## src/rtl/hazard_ctrl_if.sv

```systemverilog
// Hazard controller signal bundle: ID/EX/MEM status from the pipeline
// (master side) and PC/pipeline-register controls back from the
// controller (slave side).
interface hazard_ctrl_if #(
    parameter int REG_AW = 5,
    parameter int CNT_W  = 32
);
    logic [REG_AW-1:0] i_id_rs1;
    logic [REG_AW-1:0] i_id_rs2;
    logic              i_id_use_rs1;
    logic              i_id_use_rs2;
    logic [REG_AW-1:0] i_ex_rd;
    logic              i_ex_memread;
    logic              i_ex_mispredict;
    logic              i_dmem_busy;

    logic              o_pc_enable;
    logic              o_pc_redirect;
    logic              o_ifid_enable;
    logic              o_idex_enable;
    logic              o_exmem_enable;
    logic              o_memwb_enable;
    logic              o_ifid_flush;
    logic              o_idex_flush;
    logic [CNT_W-1:0]  o_stall_cnt;
    logic [CNT_W-1:0]  o_flush_cnt;

    modport master (
        output i_id_rs1, i_id_rs2, i_id_use_rs1, i_id_use_rs2,
        output i_ex_rd, i_ex_memread, i_ex_mispredict, i_dmem_busy,
        input  o_pc_enable, o_pc_redirect,
        input  o_ifid_enable, o_idex_enable, o_exmem_enable, o_memwb_enable,
        input  o_ifid_flush, o_idex_flush,
        input  o_stall_cnt, o_flush_cnt
    );

    modport slave (
        input  i_id_rs1, i_id_rs2, i_id_use_rs1, i_id_use_rs2,
        input  i_ex_rd, i_ex_memread, i_ex_mispredict, i_dmem_busy,
        output o_pc_enable, o_pc_redirect,
        output o_ifid_enable, o_idex_enable, o_exmem_enable, o_memwb_enable,
        output o_ifid_flush, o_idex_flush,
        output o_stall_cnt, o_flush_cnt
    );
endinterface

```

## src/rtl/hazard_ctrl.sv

```systemverilog
// Hazard and stall controller for a 5-stage forwarding, always-taken
// pipeline. Resolves memory wait states, EX-stage branch mispredicts and
// load-use hazards, in that priority. A mispredict seen during a memory
// wait is remembered in 'pend' and applied on the first non-busy cycle.
// Optional: define HAZARD_PERF_CNT_EN to build saturating stall/flush
// performance counters; otherwise both counter outputs are tied to 0.
module hazard_ctrl #(
    parameter int REG_AW = 5,
    parameter int CNT_W  = 32
) (
    input  logic          i_clk,
    input  logic          i_rst_n,
    hazard_ctrl_if.slave  hz
);

    typedef enum logic {
        RUN,
        MEM_WAIT
    } state_t;

    state_t            state;
    logic              pend;

    logic [REG_AW-1:0] id_rs1;
    logic [REG_AW-1:0] id_rs2;
    logic [REG_AW-1:0] ex_rd;
    logic              busy;
    logic              lu;
    logic              mp;

    logic              pc_enable;
    logic              pc_redirect;
    logic              ifid_enable;
    logic              idex_enable;
    logic              exmem_enable;
    logic              memwb_enable;
    logic              ifid_flush;
    logic              idex_flush;

    logic [CNT_W-1:0]  stall_cnt;
    logic [CNT_W-1:0]  flush_cnt;

    assign id_rs1 = hz.i_id_rs1;
    assign id_rs2 = hz.i_id_rs2;
    assign ex_rd  = hz.i_ex_rd;
    assign busy   = hz.i_dmem_busy;

    // x0 is hardwired zero, so a load targeting it never creates a hazard.
    assign lu = hz.i_ex_memread && (ex_rd != '0) &&
                ((hz.i_id_use_rs1 && (id_rs1 == ex_rd)) ||
                 (hz.i_id_use_rs2 && (id_rs2 == ex_rd)));

    // pend can only be set on entry to MEM_WAIT, so qualifying it with the
    // state is equivalent and keeps the held correction tied to the freeze.
    assign mp = hz.i_ex_mispredict || (pend && (state == MEM_WAIT));

    // Per-cycle control decode: memory wait > mispredict > load-use > normal;
    // everything is forced low while reset is asserted.
    always_comb begin
        pc_enable    = 1'b0;
        pc_redirect  = 1'b0;
        ifid_enable  = 1'b0;
        idex_enable  = 1'b0;
        exmem_enable = 1'b0;
        memwb_enable = 1'b0;
        ifid_flush   = 1'b0;
        idex_flush   = 1'b0;
        if (i_rst_n && !busy) begin
            if (mp) begin
                pc_enable    = 1'b1;
                pc_redirect  = 1'b1;
                ifid_enable  = 1'b1;
                idex_enable  = 1'b1;
                exmem_enable = 1'b1;
                memwb_enable = 1'b1;
                ifid_flush   = 1'b1;
                idex_flush   = 1'b1;
            end else if (lu) begin
                idex_enable  = 1'b1;
                exmem_enable = 1'b1;
                memwb_enable = 1'b1;
                idex_flush   = 1'b1;
            end else begin
                pc_enable    = 1'b1;
                ifid_enable  = 1'b1;
                idex_enable  = 1'b1;
                exmem_enable = 1'b1;
                memwb_enable = 1'b1;
            end
        end
    end

    // State and pending-mispredict tracking across memory wait states.
    always_ff @(posedge i_clk or negedge i_rst_n) begin
        if (!i_rst_n) begin
            state <= RUN;
            pend  <= 1'b0;
        end else if (busy) begin
            state <= MEM_WAIT;
            if (hz.i_ex_mispredict) begin
                pend <= 1'b1;
            end
        end else begin
            state <= RUN;
            pend  <= 1'b0;
        end
    end

`ifdef HAZARD_PERF_CNT_EN
    // Saturating counters: stalled-PC cycles and applied mispredict flushes.
    always_ff @(posedge i_clk or negedge i_rst_n) begin
        if (!i_rst_n) begin
            stall_cnt <= '0;
            flush_cnt <= '0;
        end else begin
            if (!pc_enable && (stall_cnt != '1)) begin
                stall_cnt <= stall_cnt + 1'b1;
            end
            if (ifid_flush && (flush_cnt != '1)) begin
                flush_cnt <= flush_cnt + 1'b1;
            end
        end
    end
`else
    assign stall_cnt = '0;
    assign flush_cnt = '0;
`endif

    assign hz.o_pc_enable    = pc_enable;
    assign hz.o_pc_redirect  = pc_redirect;
    assign hz.o_ifid_enable  = ifid_enable;
    assign hz.o_idex_enable  = idex_enable;
    assign hz.o_exmem_enable = exmem_enable;
    assign hz.o_memwb_enable = memwb_enable;
    assign hz.o_ifid_flush   = ifid_flush;
    assign hz.o_idex_flush   = idex_flush;
    assign hz.o_stall_cnt    = stall_cnt;
    assign hz.o_flush_cnt    = flush_cnt;

endmodule
```

## src/flat_wrapper.sv

```systemverilog
// flat-port wrapper written by rule: the top's interface ports become plain ports
module hazard_ctrl_flat 
#(
    parameter int REG_AW = 5,
    parameter int CNT_W  = 32
)
  (i_clk, i_rst_n, hz_i_id_rs1, hz_i_id_rs2, hz_i_id_use_rs1, hz_i_id_use_rs2, hz_i_ex_rd, hz_i_ex_memread, hz_i_ex_mispredict, hz_i_dmem_busy, hz_o_pc_enable, hz_o_pc_redirect, hz_o_ifid_enable, hz_o_idex_enable, hz_o_exmem_enable, hz_o_memwb_enable, hz_o_ifid_flush, hz_o_idex_flush, hz_o_stall_cnt, hz_o_flush_cnt);
  hazard_ctrl_if #(.REG_AW(REG_AW), .CNT_W(CNT_W)) hz_i ();
  input  logic i_clk;
  input  logic i_rst_n;
  input wire logic [$bits(hz_i.i_id_rs1)-1:0] hz_i_id_rs1;
  input wire logic [$bits(hz_i.i_id_rs2)-1:0] hz_i_id_rs2;
  input wire logic [$bits(hz_i.i_id_use_rs1)-1:0] hz_i_id_use_rs1;
  input wire logic [$bits(hz_i.i_id_use_rs2)-1:0] hz_i_id_use_rs2;
  input wire logic [$bits(hz_i.i_ex_rd)-1:0] hz_i_ex_rd;
  input wire logic [$bits(hz_i.i_ex_memread)-1:0] hz_i_ex_memread;
  input wire logic [$bits(hz_i.i_ex_mispredict)-1:0] hz_i_ex_mispredict;
  input wire logic [$bits(hz_i.i_dmem_busy)-1:0] hz_i_dmem_busy;
  output wire logic [$bits(hz_i.o_pc_enable)-1:0] hz_o_pc_enable;
  output wire logic [$bits(hz_i.o_pc_redirect)-1:0] hz_o_pc_redirect;
  output wire logic [$bits(hz_i.o_ifid_enable)-1:0] hz_o_ifid_enable;
  output wire logic [$bits(hz_i.o_idex_enable)-1:0] hz_o_idex_enable;
  output wire logic [$bits(hz_i.o_exmem_enable)-1:0] hz_o_exmem_enable;
  output wire logic [$bits(hz_i.o_memwb_enable)-1:0] hz_o_memwb_enable;
  output wire logic [$bits(hz_i.o_ifid_flush)-1:0] hz_o_ifid_flush;
  output wire logic [$bits(hz_i.o_idex_flush)-1:0] hz_o_idex_flush;
  output wire logic [$bits(hz_i.o_stall_cnt)-1:0] hz_o_stall_cnt;
  output wire logic [$bits(hz_i.o_flush_cnt)-1:0] hz_o_flush_cnt;
  assign hz_i.i_id_rs1 = hz_i_id_rs1;
  assign hz_i.i_id_rs2 = hz_i_id_rs2;
  assign hz_i.i_id_use_rs1 = hz_i_id_use_rs1;
  assign hz_i.i_id_use_rs2 = hz_i_id_use_rs2;
  assign hz_i.i_ex_rd = hz_i_ex_rd;
  assign hz_i.i_ex_memread = hz_i_ex_memread;
  assign hz_i.i_ex_mispredict = hz_i_ex_mispredict;
  assign hz_i.i_dmem_busy = hz_i_dmem_busy;
  assign hz_o_pc_enable = hz_i.o_pc_enable;
  assign hz_o_pc_redirect = hz_i.o_pc_redirect;
  assign hz_o_ifid_enable = hz_i.o_ifid_enable;
  assign hz_o_idex_enable = hz_i.o_idex_enable;
  assign hz_o_exmem_enable = hz_i.o_exmem_enable;
  assign hz_o_memwb_enable = hz_i.o_memwb_enable;
  assign hz_o_ifid_flush = hz_i.o_ifid_flush;
  assign hz_o_idex_flush = hz_i.o_idex_flush;
  assign hz_o_stall_cnt = hz_i.o_stall_cnt;
  assign hz_o_flush_cnt = hz_i.o_flush_cnt;
  hazard_ctrl #(.REG_AW(REG_AW), .CNT_W(CNT_W)) u_core (.i_clk(i_clk), .i_rst_n(i_rst_n), .hz(hz_i));
endmodule
```

## config.mk

```make
export PLATFORM = sky130hd
export DESIGN_NAME = hazard_ctrl_flat
export DESIGN_NICKNAME = d
export VERILOG_FILES = /design/src/rtl/hazard_ctrl_if.sv /design/src/rtl/hazard_ctrl.sv /design/src/flat_wrapper.sv
export SDC_FILE = /design/constraint.sdc
export NUM_CORES = 1
export LEC_CHECK = 0
export ABC_AREA = 1
export BUFFER_PORTS_ARGS = -buffer_cell sky130_fd_sc_hd__buf_4
export CAP_MARGIN = 0
export CORE_MARGIN = 4
export CORE_UTILIZATION = 35
export DETAILED_ROUTE_END_ITERATION = 6
export PLACE_DENSITY = 0.9
export SYNTH_ARGS = -nofsm -noshare
export SYNTH_HDL_FRONTEND = slang
export SYNTH_SLANG_ARGS = --single-unit
```

## constraint.sdc

```tcl
create_clock -name i_clk -period 2.5 [get_ports i_clk]
set_input_delay 0.5 -clock i_clk [delete_from_list [all_inputs] [get_ports i_clk]]
set_output_delay 0.5 -clock i_clk [all_outputs]
set_load 0.005 [all_outputs]
```

==> results of run 1 <==
## worst min-delay path by stage
| stage | start | end | slack, ps | depth (start not counted) |
|---|---|---|---|---|
| after CTS | i_rst_n | u_core.pend | 50 | 1 |
| final | i_rst_n | u_core.pend | 60 | 1 |
| after floorplan | i_rst_n | u_core.pend | 200 | 0 |
| after global routing | i_rst_n | u_core.pend | 30 | 1 |
| after detailed placement | i_rst_n | u_core.pend | 290 | 1 |
| after global placement | i_rst_n | u_core.state | 290 | 1 |
## cells in the mapped netlist
master and number:
a21oi_1 1, buf_4 68, clkinv_1 1, conb_1 1, dfrtp_1 2, inv_1 12, inv_2 5, nand2_1 33
nand2_2 1, nand3_1 3, nand4_1 1, nor2_1 9, nor2_2 2, o21ai_1 1
## layer usage
metal	global-route usage, %	vias to the layer above
met5	0	-
met3	3.17	0
met1	6.09	264
li1	-	331
met2	16.2	47
met4	3.97	0
## kinds of logic (layout without fill, tap and decap cells)
kind of cell	after synthesis	in the layout
buffers and inverters	86	50
AOI/OAI and AO/OA	2	2
and+or+nand+nor	49	49
other	1	64
DFF	2	2
## sequential cells by signal (all words and copies together), names as in the netlist
signal	flops
u_core.pend	1
u_core.state	1
## area by class of cell
type,instances,area (um2),area share (%)
inverters,18,67.6,8.04
well taps,28,35.0,4.17
flip-flops and latches,2,50.0,5.95
repair buffers,29,218,25.9
multi-input cells,115,448,53.3
clock buffers,3,22.5,2.68
## power groups by stage
stage                     Clock (mW)  Combinational (mW)  Sequential (mW)
after CTS                     0.0755              0.0993           0.0353
after global routing          0.0837               0.117           0.0355
final                         0.0697               0.101           0.0353
after floorplan                    0               0.130           0.0355
after detailed placement           0              0.0991           0.0356
after global placement             0              0.0973           0.0355
## worst register-to-register path, cell delays in order (launching register included)
cell     delay (ps)
dfrtp_1         360
nor2_1          110
nor2_1           40
## per-stage QoR
stage	setup slack [ps]	utilization [%]	total power, mW	cells
after floorplan	877	-	0.166	203
after global placement	691	36.3	0.133	192
after detailed placement	657	36.3	0.135	192
after CTS	654	37.3	0.210	195
after global routing	499	37.3	0.236	195
final	684	37.3	0.206	195
==> run metrics, run 1 <==
switch share 36.9%; most frequent CP cell nand2_1; CP startpoint kind input pin; die height around 57 um; Power Density 245 nW/um2; Synth Area in Adders 0%; Initial Utilization 37.2%; drt pass-1 iters 4; Longest Clk Path Bufs 2; leading cell type in the layout, fill and taps excluded conb_1; core area 2250 um2; Post-Synthesis Cell Area 840 um2; reg2reg start u_core.pend; Internal between 100 and 150 uW; DRT iter0 DRCs 2; flop and latch count out of synthesis 2; CTS tree yes; # setup viols final 0; WP data arrival 1320 ps; grt total ovfl 0; gpl congestion about 0.8; Routed Antenna Nets 0; Vias 642; wire length per cell around 7.5 um; top routing layer used met3; M1 wire length 423 um; Final #Nets around 190; Critical Path RT 2000 ps; Slew Viols, Final 0; fin crit share 72.6%; Worst Setup EP hz_o_ifid_enable; Area after DPL 818 um2; largest net degree at the start of global routing 6; first-pass GRT wire length about 2.0 mm; RSZ-0062 raised after global routing no; vias in the first global route roughly 530; die area 3250 um2; combinational share of power between 40% and 50%; critical path depth 11; Top delay family on crit path simple AND/OR/NAND/NOR gates; simple-gate share of the synthesized area 23.5%; worst path bufs/invs 3; Finished Cell Area roughly 840 um2; FF-to-FF path depth 2; syn avg cell area 6.00 um2; proportion of synthesized area in mux cells 0%; Die Width roughly 57 um; Clk Latency, worst-skew pair 220 ps; max cap viols 0; final WL between 1 and 1.5 mm; Gates resized, CTS repair 0; FP Rows 17; Switching Power 76.0 uW; Clock power frac between 30% and 40%; met2 routed WL about 800 um; Hold WC Path Type input pin to asynchronous set/reset pin; status finished clean; layout cell share with drive strength beyond 1 24.0%; clock tree root buffer cell clkbuf_4; buffers added on ports 29; area grow syn2layout 0.149%; clk_skew 0 ps; worst hold slack 58.2 ps; Tot GR Track Use just under 8%; Syn Inst Count 140; met3 routed WL 232 um; leakage power 0.603 nW; Hold Buf Count CTS 0; Critical Path Fanout Max 3; Critical Path Max Stage Delay 130 ps; crit-path cells buf_4 -> inv_2 -> nand2_1 -> nand2_1 -> nor2_1 -> nand3_1 -> nand2_1 -> nand2_1 -> nand2_1 -> nand2_1 -> buf_4; postcts setup bufs 0; slowest stage cell on the critical path buf_4; Cell variety after synth 14; Synth Area in XOR/XNOR 0%; r2r setup slk approximately 1900 ps; CTS buffer count 3; Fmax 0.551 GHz; TritonCTS Sinks 2; Fin. Hold Viols 0; ant diodes 0; most frequent cells in the layout conb_1, nand2_1, buf_4; FF-to-FF End u_core.pend; Setup CP Type input pin to output port; area leader, netlist buf_4; crit end category output port; Max VDD drop 155 uV; Worst-path clk slew 30 ps; setup TNS 0 ps; DR DRC count 0; Vias per Instance 3.29; I/O pins 94; crit path time final 1820 ps; YS warnings 0; compound-cell area share of the yosys netlist under 10%; Yosys top cell area share 60.8%; largest family of logic cells by synthesized area buffers and inverters; Seq/Total Area, Yosys 5.96%; Detail Placement HPWL 1.38 mm; initial antenna violation count 0; H-tree depth 1; Reg power frac 17.1%; synth top area cells buf_4, nand2_1, dfrtp_1; crit path launch hz_i_ex_rd[4]; filler instances 245
Power figures use the tool's default switching activity.
==> run 2: changes to the inputs <==
--- a/config.mk
+++ b/config.mk
@@ -9,9 +9,9 @@
 export BUFFER_PORTS_ARGS = -buffer_cell sky130_fd_sc_hd__buf_4
 export CAP_MARGIN = 0
 export CORE_MARGIN = 4
-export CORE_UTILIZATION = 35
+export CORE_UTILIZATION = 31
 export DETAILED_ROUTE_END_ITERATION = 6
-export PLACE_DENSITY = 0.9
+export PLACE_DENSITY = 0.85
 export SYNTH_ARGS = -nofsm -noshare
 export SYNTH_HDL_FRONTEND = slang
 export SYNTH_SLANG_ARGS = --single-unit
==> constraint.sdc (replaced) <==
create_clock -name i_clk -period 1.5 [get_ports i_clk]
set_input_delay 0.3 -clock i_clk [delete_from_list [all_inputs] [get_ports i_clk]]
set_output_delay 0.3 -clock i_clk [all_outputs]
set_load 0.005 [all_outputs]
==> run 2 against run 1 <==
Net effect:
- clock power increased by 66%
- sequential power increased by 67%
- worst hold slack improved by 140 ps
- critical path type unchanged
- critical endpoint is now hz_o_pc_enable
- largest cell class unchanged
- largest power group unchanged
==> run metrics, run 2 (synthesis gave the netlist of run 1 again) <==
Worst-path clk slew 30 ps; leakage power 0.607 nW; FF+latch area 50.0 um2; Slew Viols, Final 0; drt pass-1 iters 4; Largest regs u_core.pend x1, u_core.state x1; CTS buffer count 3; Final #Nets around 190; Fin. Hold Viols 0; Critical Path Fanout Max 3; Max VDD drop 195 uV; Detail Placement HPWL roughly 1.4 mm; largest net degree at the start of global routing 6; Area after DPL 821 um2; Die Width around 60 um; buffers added on ports 29; ant diodes 0; hold depth 1; die area about 3600 um2; fin crit share a little over nine tenths; layout cell share with drive strength beyond 1 a little over a quarter; Tot GR Track Use 7.00%; leading cell type in the layout, fill and taps excluded conb_1; core area 2520 um2; initial antenna violation count 0; CP startpoint kind input pin; utilization after layout 34.2%; I/O pins 94; Setup CP Type input pin to output port; Finished Layout Cells 198; filler instances 289; Routed Antenna Nets 0; crit path time final between 1000 and 1500 ps; Vias per Instance roughly 3.3; area grow syn2layout 2.83%; Hold WC Path Type input pin to flop; Critical Path RT 1200 ps; die height 60.0 um; postcts setup bufs 0; CTS tree yes; Finished Cell Area 863 um2; FF-to-FF path depth 2; DR DRC count 0; Longest Clk Path Bufs 2; crit end category output port; wire length per cell 7.63 um; # setup viols final 0; FP Rows 18; RSZ-0062 raised after global routing no; grt total ovfl 0; clk_skew 0 ps; vias in the first global route 487; status finished clean; Final Worst Setup Slack 94.6 ps; multi-input logic area ~460 um2; TritonCTS Sinks 2; DRT iter0 DRCs 32; pre-CTS setup slack 83.9 ps; Initial Utilization 33.3%; setup TNS 0 ps; Clk Latency, worst-skew pair 220 ps; max cap viols 0; most frequent cells in the layout conb_1, nand2_1, buf_4; Fmax 0.712 GHz; Post-Place Cells between 150 and 200; H-tree depth 1; final WL 1.51 mm; Vias 662; WP data arrival about 1100 ps; gpl congestion 0.761; clock tree root buffer cell clkbuf_4; first-pass GRT wire length approximately 1.9 mm; Power Density 404 nW/um2
-- run 2: cell types whose count changed in the layout (fill, tap and decap cells not counted) --
cell | before | now
nand2_1 | 33 | 30
nor2_2 | 2 | 3
nor2_1 | 9 | 8
dlygate4sd3_1 | 0 | 1
nand2_2 | 1 | 4
-- run 2: timing repair --
| action | CTS | global route |
|---|---|---|
| endpoints found under the setup margin | 0 | 2 |
| resized for setup | 0 | 4 |
| hold buffers | 1 | 0 |
| endpoints found under the hold margin | 2 | 0 |
-- run 2: stage by stage --
step	total power, mW	hold WS (ps)
finish	0.349	198
global route	0.393	188
CTS	0.349	194
detailed placement	0.225	87.1
global placement	0.223	86.6
floorplan	0.276	4.41
-- run 2: path summary, 6_finish.rpt --
| check | startpoint | to | slack [ps] |
|---|---|---|---|
| max in group asynchronous | i_rst_n | u_core.state | 970 |
| worst min-delay path | hz_i_dmem_busy | u_core.state | 200 |
| min in group asynchronous | i_rst_n | u_core.pend | 410 |
| worst max register to register | u_core.pend | u_core.pend | 860 |
| worst max-delay path | hz_i_ex_rd[2] | hz_o_pc_enable | 90 |
| worst min register to register | u_core.pend | u_core.pend | 500 |
-- run 2: area by class of cell --
type	count	share of cell area [%]
Multi-Input combinational cell	115	53.0
Timing Repair Buffer	30	26.4
Inverter	18	7.83
Sequential cell	2	5.80
Tap cell	30	4.35
Clock buffer	3	2.61
-- run 2: where the power goes --
group / internal (mW) / total, mW / switching, mW
clock: 0.0881 / 0.116 / 0.0283
combinational: 0.0740 / 0.174 / 0.0997
sequential: 0.0576 / 0.0588 / 0.00123
total: 0.220 / 0.349 / 0.129
-- run 2: layer usage --
layer,vias up,part of all wire [%],track usage (%)
li1,337,-,-
met1,278,27,7.17
met2,45,55,12.8
met3,2,16,1.73
met4,0,1.5,3.80
met5,-,0,0
-- run 2: worst max-delay path, stage by stage --
cell     delay, ps
buf_4           90
inv_2           40
nand2_1         50
nand2_1         50
nor2_1         120
nand3_1         90
nand2_2         70
nand2_1         50
nand2_1         60
nand2_2         50
buf_4          130
==> run 3: changes to the inputs <==
--- a/config.mk
+++ b/config.mk
@@ -12,6 +12,7 @@
 export CORE_UTILIZATION = 31
 export DETAILED_ROUTE_END_ITERATION = 6
 export PLACE_DENSITY = 0.85
+export RECOVER_POWER = 50
 export SYNTH_ARGS = -nofsm -noshare
 export SYNTH_HDL_FRONTEND = slang
 export SYNTH_SLANG_ARGS = --single-unit
==> run 3 against run 2 <==
Net effect:
- sequential power barely moved
- die area did not move
- first-iteration DRC count did not move
- flip-flop and latch count did not move
- via count fell by 0.15%
- clock-buffer cell count did not move
- critical path depth did not move
- register-to-register slack barely moved
- power fell by 0.20%
- critical endpoint unchanged
==> run metrics, run 3 (synthesis gave the netlist of run 1 again) <==
Die Width 60.0 um; vias in the first global route 487; Fmax 0.711 GHz; Longest Clk Path Bufs 2; Largest regs u_core.pend x1, u_core.state x1; die area 3600 um2; multi-input logic area 458 um2; Hold WC Path Type input pin to flop; DR DRC count 0; first-pass GRT wire length 1.93 mm; core area 2520 um2; DRT iter0 DRCs 32; CTS buffer count 3; wire length per cell between 7 and 8 um; Critical Path RT ~1200 ps; die height around 60 um; Clock power frac 33.4%; Power Density 403 nW/um2; Max VDD drop 193 uV; Slew Viols, Final 0; drt pass-1 iters 4; initial antenna violation count 0; Critical Path Fanout Max 3; Fin. Hold Viols 0; r2r setup slk 870 ps; largest net degree at the start of global routing 6; # setup viols final 0; leakage power 0.608 nW; Tot GR Track Use 7.00%; Critical Path Max Stage Delay 130 ps; status finished clean; Clk Latency, worst-skew pair 220 ps; RSZ-0062 raised after global routing no; WP data arrival 1110 ps; most frequent cells in the layout conb_1, nand2_1, buf_4; FP Rows 18; Routed Antenna Nets 0; FF+latch area roughly 50 um2; final WL 1.51 mm; Initial Utilization 33.3%; H-tree depth 1; fin crit share 93.7%; max cap viols 0; Setup CP Type input pin to output port; ant diodes 0; Reg power frac about 17%; TritonCTS Sinks 2; filler instances between 200 and 300; buffers added on ports 29; combinational share of power 49.7%; Internal 219 uW; clock tree root buffer cell clkbuf_4; CTS tree yes; crit path time final ~1400 ps; utilization after layout 34.2%; Switching Power 129 uW; setup TNS 0 ps; clk_skew 0 ps; Top delay family on crit path simple AND/OR/NAND/NOR gates; postcts setup bufs 0; crit-path cells buf_4 -> inv_2 -> nand2_1 -> nand2_1 -> nor2_1 -> nand3_1 -> nand2_2 -> nand2_1 -> nand2_1 -> nand2_2 -> buf_4; gpl congestion 0.761; most frequent CP cell nand2_1; I/O pins 94; Worst-path clk slew 30 ps; CP startpoint kind input pin; leading cell type in the layout, fill and taps excluded conb_1; worst path bufs/invs 3; Detail Placement HPWL 1.41 mm; crit end category output port; switch share a little under two fifths; Vias per Instance 3.34; slowest stage cell on the critical path buf_4; Final #Nets 192; Finished Cell Area approximately 860 um2; area grow syn2layout 2.83%; layout cell share with drive strength beyond 1 25.6%; Area after DPL 821 um2; grt total ovfl 0; Vias 661
run 3: repair_timing:
action                                  CTS  global route
endpoints found under the setup margin    0             2
hold buffers                              1             0
gates resized for setup                   0             4
endpoints found under the hold margin     2             0
run 3: per-layer routing:
metal / vias to the layer above / part of all wire (%) / track usage, %
met5: - / 0 / 0
met4: 0 / 1.5 / 3.80
met3: 2 / 16 / 1.73
met2: 45 / 55 / 12.8
met1: 278 / 27 / 7.17
li1: 336 / - / -
run 3: final timing paths:
check                      cells past startpoint        endpoint      startpoint
max reg2reg                                    2     u_core.pend     u_core.pend
max                                           11  hz_o_pc_enable   hz_i_ex_rd[2]
min reg2reg                                    2     u_core.pend     u_core.pend
min in group asynchronous                      2     u_core.pend         i_rst_n
min                                            1    u_core.state  hz_i_dmem_busy
max in group asynchronous                      2    u_core.state         i_rst_n
run 3: power by group through the flow:
| stage | Combinational, mW | Sequential, mW | Clock (mW) |
|---|---|---|---|
| global route | 0.201 | 0.0596 | 0.132 |
| CTS | 0.168 | 0.0588 | 0.122 |
| floorplan | 0.217 | 0.0591 | 0 |
| global placement | 0.163 | 0.0591 | 0 |
| detailed placement | 0.166 | 0.0594 | 0 |
| finish | 0.173 | 0.0588 | 0.116 |
run 3: layout make-up:
class,instances,share of cell area [%]
multi-input cells,115,53.0
repair buffers,30,26.4
inverters,18,7.83
flip-flops and latches,2,5.80
well taps,30,4.35
clock buffers,3,2.61
run 3: per-stage QoR:
| step | worst slack, ps | std cells | hold slack, ps | power (mW) |
|---|---|---|---|---|
| after floorplan | 277 | 203 | 4.41 | 0.276 |
| after global placement | 90.6 | 194 | 86.6 | 0.223 |
| after detailed placement | 83.9 | 194 | 87.1 | 0.225 |
| after CTS | 80.2 | 198 | 194 | 0.349 |
| after global routing | 2.92 | 198 | 213 | 0.392 |
| final | 93.9 | 198 | 222 | 0.348 |
